**src/rtl/serial_frame_pkg.sv**
```systemverilog
// Shared definitions for the serial frame transmitter and the demux controller.
// Frame layout: start bit, port field, length field, then L payload bits, all MSB first.
package serial_frame_pkg;

   localparam int   PORT_W    = 2;
   localparam int   LEN_W     = 4;
   localparam logic START_BIT = 1'b0;
   localparam logic IDLE_LVL  = 1'b1;

   typedef enum logic [2:0] {
      S_IDLE,
      S_START,
      S_PORT,
      S_LEN,
      S_DATA,
      S_GAP
   } state_t;

endpackage

```
**src/rtl/serial_frame_tx_if.sv**
```systemverilog
// Request handshake plus serial line/status for the frame transmitter.
// The master side is the traffic source; the slave side is the transmitter.
interface serial_frame_tx_if #(
   parameter int PORT_W = 2,
   parameter int LEN_W  = 4,
   parameter int DATA_W = 16
);

   logic              req_valid;
   logic              req_ready;
   logic [PORT_W-1:0] req_port;
   logic [LEN_W-1:0]  req_len;
   logic [DATA_W-1:0] req_data;
   logic              ser_out;
   logic              busy;
   logic              frame_done;

   modport master (
      output req_valid, req_port, req_len, req_data,
      input  req_ready, ser_out, busy, frame_done
   );

   modport slave (
      input  req_valid, req_port, req_len, req_data,
      output req_ready, ser_out, busy, frame_done
   );

endinterface

```
**src/rtl/frame_bit_counter.sv**
```systemverilog
// Loadable down-counter with enable and zero flag; it saturates at zero.
// Shared by every field of the frame and by the inter-frame gap.
module frame_bit_counter #(
   parameter int W = 5
) (
   input  logic         clk,
   input  logic         rst,
   input  logic         i_en,
   input  logic         i_load,
   input  logic [W-1:0] i_load_val,
   output logic [W-1:0] o_cnt,
   output logic         o_zero
);

   logic [W-1:0] r_cnt;

   always_ff @(posedge clk) begin
      if (!rst) begin
         r_cnt <= '0;
      end else if (i_en) begin
         if (i_load)
            r_cnt <= i_load_val;
         else if (r_cnt != '0)
            r_cnt <= r_cnt - W'(1);
      end
   end

   assign o_cnt  = r_cnt;
   assign o_zero = (r_cnt == '0);

endmodule

```
**src/rtl/serial_frame_tx.sv**
```systemverilog
// Serialises one {port, len, data} request per frame onto a single idle-high line.
// Payload is left-aligned at accept so the whole frame drains from one shift register MSB.
module serial_frame_tx
   import serial_frame_pkg::*;
#(
   parameter int PORT_W   = serial_frame_pkg::PORT_W,
   parameter int LEN_W    = serial_frame_pkg::LEN_W,
   parameter int DATA_W   = 16,
   parameter int IDLE_GAP = 2
) (
   input  logic             clk,
   input  logic             rst,
   input  logic             clkEn,
   serial_frame_tx_if.slave bus
);

   localparam int CNT_W = LEN_W + 1;
   localparam int SH_W  = PORT_W + LEN_W + DATA_W;
   localparam int SA_W  = $clog2(DATA_W + 1);

   state_t            r_state;
   state_t            w_state_nxt;
   logic [SH_W-1:0]   r_sh;
   logic [LEN_W-1:0]  r_len;
   logic              w_accept;
   logic              w_cnt_ld;
   logic [CNT_W-1:0]  w_cnt_val;
   logic [CNT_W-1:0]  w_cnt;
   logic              w_cnt_zero;
   logic [SA_W-1:0]   w_shamt;
   logic [DATA_W-1:0] w_data_al;

   assign w_accept  = clkEn & bus.req_valid & (r_state == S_IDLE);
   // Push data[L-1] up to the payload MSB; bits above L fall off the top.
   assign w_shamt   = SA_W'(DATA_W) - SA_W'(bus.req_len);
   assign w_data_al = bus.req_data << w_shamt;

   frame_bit_counter #(.W(CNT_W)) u_cnt (
      .clk       (clk),
      .rst       (rst),
      .i_en      (clkEn),
      .i_load    (w_cnt_ld),
      .i_load_val(w_cnt_val),
      .o_cnt     (w_cnt),
      .o_zero    (w_cnt_zero)
   );

   always_ff @(posedge clk) begin
      if (!rst)
         r_state <= S_IDLE;
      else if (clkEn)
         r_state <= w_state_nxt;
   end

   always_ff @(posedge clk) begin
      if (!rst) begin
         r_sh  <= '0;
         r_len <= '0;
      end else if (clkEn) begin
         if (w_accept) begin
            r_sh  <= {bus.req_port, bus.req_len, w_data_al};
            r_len <= bus.req_len;
         end else if (r_state inside {S_PORT, S_LEN, S_DATA}) begin
            r_sh  <= {r_sh[SH_W-2:0], 1'b0};
         end
      end
   end

   // Counter is reloaded on the edge that enters each counted state.
   always_comb begin
      w_state_nxt = r_state;
      w_cnt_ld    = 1'b0;
      w_cnt_val   = '0;
      case (r_state)
         S_IDLE:  if (w_accept) w_state_nxt = S_START;
         S_START: begin
            w_state_nxt = S_PORT;
            w_cnt_ld    = 1'b1;
            w_cnt_val   = CNT_W'(PORT_W - 1);
         end
         S_PORT:  if (w_cnt_zero) begin
            w_state_nxt = S_LEN;
            w_cnt_ld    = 1'b1;
            w_cnt_val   = CNT_W'(LEN_W - 1);
         end
         S_LEN:   if (w_cnt_zero) begin
            w_cnt_ld = 1'b1;
            if (r_len == '0) begin
               w_state_nxt = S_GAP;
               w_cnt_val   = CNT_W'(IDLE_GAP - 1);
            end else begin
               w_state_nxt = S_DATA;
               w_cnt_val   = {1'b0, r_len} - CNT_W'(1);
            end
         end
         S_DATA:  if (w_cnt_zero) begin
            w_state_nxt = S_GAP;
            w_cnt_ld    = 1'b1;
            w_cnt_val   = CNT_W'(IDLE_GAP - 1);
         end
         S_GAP:   if (w_cnt_zero) w_state_nxt = S_IDLE;
         default: w_state_nxt = S_IDLE;
      endcase
   end

   always_comb begin
      bus.ser_out    = IDLE_LVL;
      bus.busy       = 1'b0;
      bus.req_ready  = 1'b0;
      bus.frame_done = 1'b0;
      case (r_state)
         S_IDLE:  bus.req_ready = 1'b1;
         S_START: begin
            bus.ser_out = START_BIT;
            bus.busy    = 1'b1;
         end
         S_PORT, S_LEN, S_DATA: begin
            bus.ser_out = r_sh[SH_W-1];
            bus.busy    = 1'b1;
         end
         S_GAP:   bus.frame_done = (w_cnt == CNT_W'(IDLE_GAP - 1));
         default: ;
      endcase
   end

endmodule

```
**src/flat_wrapper.sv**
```systemverilog
// flat-port wrapper written by rule: the top's interface ports become plain ports
module serial_frame_tx_flat import serial_frame_pkg::*;
#(
   parameter int PORT_W   = serial_frame_pkg::PORT_W,
   parameter int LEN_W    = serial_frame_pkg::LEN_W,
   parameter int DATA_W   = 16,
   parameter int IDLE_GAP = 2
)
  (clk, rst, clkEn, bus_req_valid, bus_req_port, bus_req_len, bus_req_data, bus_req_ready, bus_ser_out, bus_busy, bus_frame_done);
  serial_frame_tx_if #(.PORT_W(PORT_W), .LEN_W(LEN_W), .DATA_W(DATA_W)) bus_i ();
  input  logic clk;
  input  logic rst;
  input  logic clkEn;
  input wire logic [$bits(bus_i.req_valid)-1:0] bus_req_valid;
  input wire logic [$bits(bus_i.req_port)-1:0] bus_req_port;
  input wire logic [$bits(bus_i.req_len)-1:0] bus_req_len;
  input wire logic [$bits(bus_i.req_data)-1:0] bus_req_data;
  output wire logic [$bits(bus_i.req_ready)-1:0] bus_req_ready;
  output wire logic [$bits(bus_i.ser_out)-1:0] bus_ser_out;
  output wire logic [$bits(bus_i.busy)-1:0] bus_busy;
  output wire logic [$bits(bus_i.frame_done)-1:0] bus_frame_done;
  assign bus_i.req_valid = bus_req_valid;
  assign bus_i.req_port = bus_req_port;
  assign bus_i.req_len = bus_req_len;
  assign bus_i.req_data = bus_req_data;
  assign bus_req_ready = bus_i.req_ready;
  assign bus_ser_out = bus_i.ser_out;
  assign bus_busy = bus_i.busy;
  assign bus_frame_done = bus_i.frame_done;
  serial_frame_tx #(.PORT_W(PORT_W), .LEN_W(LEN_W), .DATA_W(DATA_W), .IDLE_GAP(IDLE_GAP)) u_core (.clk(clk), .rst(rst), .clkEn(clkEn), .bus(bus_i));
endmodule
```
**config.mk**
```make
export PLATFORM = sky130hd
export DESIGN_NAME = serial_frame_tx_flat
export DESIGN_NICKNAME = d
export VERILOG_FILES = /design/src/rtl/serial_frame_pkg.sv /design/src/rtl/serial_frame_tx_if.sv /design/src/rtl/frame_bit_counter.sv /design/src/rtl/serial_frame_tx.sv /design/src/flat_wrapper.sv
export SDC_FILE = /design/constraint.sdc
export NUM_CORES = 1
export LEC_CHECK = 0
export ABC_AREA = 1
export CAP_MARGIN = 20
export CORE_ASPECT_RATIO = 0.5
export CORE_MARGIN = 3
export CORE_UTILIZATION = 38
export CTS_CLUSTER_DIAMETER = 100
export CTS_CLUSTER_SIZE = 28
export DETAILED_ROUTE_END_ITERATION = 10
export GPL_TIMING_DRIVEN = 0
export PLACE_DENSITY = 0.56
export RECOVER_POWER = 25
export SYNTH_ARGS = -nofsm -noshare
export SYNTH_HDL_FRONTEND = slang
export SYNTH_SLANG_ARGS = --single-unit
```
**constraint.sdc**
```tcl
create_clock -name clk -period 2.6 [get_ports clk]
set_input_delay 0.52 -clock clk [delete_from_list [all_inputs] [get_ports clk]]
set_output_delay 0.52 -clock clk [all_outputs]
set_load 0.01 [all_outputs]
```
==> impl_metrics.json <==
{
  "cts.clk_slew.worst_paths_ns": 0.05,
  "core_area_um2": 6180,
  "drtAntennaViolNets": 0,
  "clkPwrFrac_pct": 19.4,
  "hold_slack_ns": 0.468,
  "worst_slack_ns": 0.246,
  "design.die.area_um2": 7540,
  "cp_cell_sequence": "nand2_1, nor2_1, nand2_1, nor4_1, clkdlybuf4s50_1",
  "pwr-share-comb_pct": 51.3,
  "leakage_nw": 1.34,
  "io_pins": 30,
  "synth.avg_cell_area_um2": 5.95,
  "final_cell_count_no_fill": 536,
  "root_buffer": "clkbuf_16",
  "synth_area_um2": 2460,
  "die_x_um": 120,
  "place_ws_ns": -0.0145,
  "synth-simple-area-share_pct": 42.3,
  "post-cts-setup-buffer-count": 0,
  "finalSetupViolCount": 0,
  "holdBufCountCts": 0,
  "crit_top_cell": "nand2_1",
  "drt_iter0_markers": 182,
  "finish.net_count": 478,
  "synth.top_cell.area_share_pct": 27.6,
  "grt_pass1_wl_mm": 11.5,
  "cap_violations": 0,
  "finalCritPeriodShare_pct": 90.5,
  "gp_congestion": 0.888,
  "worst-path-stages": 5,
  "synth_xor_area_share_pct": 1.07,
  "regArea_um2": 681,
  "startpoint_type": "flop",
  "r2r_slack_ns": 0.67,
  "overflow": 0,
  "synth_nets": 444,
  "cp_top_family": "buffers and inverters",
  "clock_latency_ns": 0.27,
  "power_mw": 2.85,
  "critPathBufInv": 1,
  "cp_slowest_cell": "clkdlybuf4s50_1",
  "rsz0062_at_grt": "false",
  "slew_viol_final": 0,
  "wire_per_inst_um": 12.2,
  "worst_pin_slew_ns": 0.573,
  "drive_gt1_share_pct": 7.14,
  "synth.mux.area_fraction_pct": 0,
  "totalWireLength_mm": 6.54,
  "outcome": "finished clean",
  "hold_violations": 0,
  "place_inst": 529,
  "start_util_pct": 39.8,
  "relSlewSlack_pct": 61.8,
  "io_buffers": 27,
  "cts_resized": 0,
  "hp-start": "u_core.r_sh[0]$_SDFFE_PN0P_",
  "via_per_inst": 4.97,
  "setup_tns_ns": 0,
  "first_pass_iters": 4,
  "die_y_um": 62.9,
  "cts_sinks": 34,
  "yosys.area_share.adder_pct": 2.03,
  "cts_made_buffers": 5,
  "swShare_pct": 43.1,
  "arrival_ns": 1.83,
  "cts.path.max_buffers": 2,
  "layout_common_cells": "nand2_1 (140), nand3_1 (51), inv_1 (39)",
  "intPower_mw": 1.62,
  "period_minus_slack_ns": 2.35,
  "hpwl_mm": 5.08,
  "critical_path_class": "reg -> out",
  "grt_max_degree": 11,
  "p_per_area_nw_per_um2": 960,
  "max_freq_mhz": 425,
  "htree_levels": 2,
  "peakVddDrop_mv": 0.301,
  "antenna_cells": 0,
  "cp_max_fo": 7,
  "end_kind": "output pin",
  "ys_types": 29,
  "r2r-end": "u_core.r_sh[6]$_SDFFE_PN0P_",
  "hold_class": "reg -> reg",
  "ys_warn_count": 0,
  "multi_input_area_um2": 1510,
  "track_usage_pct": 18.5,
  "cts_tree": "built",
  "synth_top_family_by_area": "simple AND/OR/NAND/NOR gates",
  "via_count": 2664,
  "drc_errors": 0,
  "hold_end": "u_core.r_sh[0]$_SDFFE_PN0P_",
  "final_common_cell": "nand2_1",
  "p_seq_share_pct": 29.3,
  "syn_inst": 414,
  "synth_area_leader_cell": "dfxtp_1",
  "clock_skew_ns": 0.00270,
  "slowest_delay_ns": 0.58,
  "synthTopCellsByArea": "dfxtp_1 (28%), nand2_1 (21%), nand3_1 (10%)",
  "antenna_found_initial": 0,
  "grt_pass1_vias": 2548,
  "hold-path-cell-count": 2,
  "p_switching_mw": 1.23,
  "r2r_cells": 6,
  "ys_seq_elements": 34,
  "synth_compound_area_share_pct": 16.0,
  "fp-row-count": 20,
  "num-fill-cells": 691,
  "syn_to_final_growth_pct": 20.5,
  "ys_seq_area_share_pct": 27.6,
  "rr_startpoint": "u_core.r_state[0]$_SDFFE_PN0P_",
  "critPathRequiredTime_ns": 2.08
}
[area by class of cell]
class,instances,share of cell area (%)
Tap cell,88,3.71
Clock buffer,7,4.47
Timing Repair Buffer,27,9.11
Multi-Input combinational cell,320,50.9
Inverter,41,5.19
Sequential cell,34,22.9
Buffer,19,3.71
[power groups by stage]
stage	combinational (mW)	sequential (mW)	clock, mW
after floorplan	1.11	0.809	0
after global placement	1.45	0.837	0
after detailed placement	1.46	0.842	0
after CTS	1.47	0.835	0.569
after global routing	1.68	0.860	0.596
final	1.46	0.835	0.554
[Yosys cell counts, drive strengths merged]
master,n
xor2,2
inv,41
buf,13
nand3,52
nand4,8
nor2,26
o21ai,40
dfxtp,34
a21oi,34
nand3b,1
nor4,1
nor3,1
clkbuf,6
a31oi,3
nand2,146
ha,4
xnor2,1
and2,1
[routing by layer]
| metal | up-vias | wire, um | global-route usage, % |
|---|---|---|---|
| met1 | 1201 | 3340 | 24.4 |
| li1 | 1419 | - | - |
| met4 | 0 | 36 | 4.28 |
| met5 | - | 0 | 0 |
| met2 | 40 | 2890 | 31.4 |
| met3 | 4 | 266 | 3.53 |
[how the worst max path moves through the flow]
| stage | start | endpoint | slack (ns) |
|---|---|---|---|
| after floorplan | bus_req_len[0] | u_core.r_sh[14]$_SDFFE_PN0P_ | 0.43 |
| after detailed placement | bus_req_len[1] | u_core.r_sh[14]$_SDFFE_PN0P_ | -0.01 |
| after global placement | bus_req_len[1] | u_core.r_sh[15]$_SDFFE_PN0P_ | -0.02 |
| after CTS | u_core.r_state[0]$_SDFFE_PN0P_ | bus_frame_done | 0.24 |
| final | u_core.r_state[0]$_SDFFE_PN0P_ | bus_frame_done | 0.25 |
| after global routing | bus_req_len[1] | u_core.r_sh[14]$_SDFFE_PN0P_ | 0.08 |
[metrics by stage]
step                utilization, %  cell area (um^2)
floorplan                        -              2460
global placement              46.0              2840
detailed placement            46.0              2840
CTS                           48.1              2980
global route                  48.0              2970
finish                        48.0              2970
[worst min-delay path: cells and delay by family, from the launching register on]
| family | cells | cell delay, ns |
|---|---|---|
| flip-flops | 1 | 0.30 |
| AND/OR/NAND/NOR | 1 | 0.06 |
| AO/OA/AOI/OAI | 1 | 0.05 |
[logic make-up (layout without fill, tap and decap cells)]
| logic type | count (synthesis) | after routing |
|---|---|---|
| and+or+nand+nor | 236 | 236 |
| AOI/OAI and AO/OA | 77 | 77 |
| buffers and inverters | 60 | 94 |
| DFF | 34 | 34 |
| adders and majority gates | 4 | 4 |
| xor gates and xnor gates | 3 | 3 |
[state kept, by name, summed over array words and instances (netlist names)]
register	count
u_core.r_len	4
u_core.r_sh	22
u_core.r_state	3
u_core.u_cnt.o_cnt	5
(Power assumes the default switching activity.)
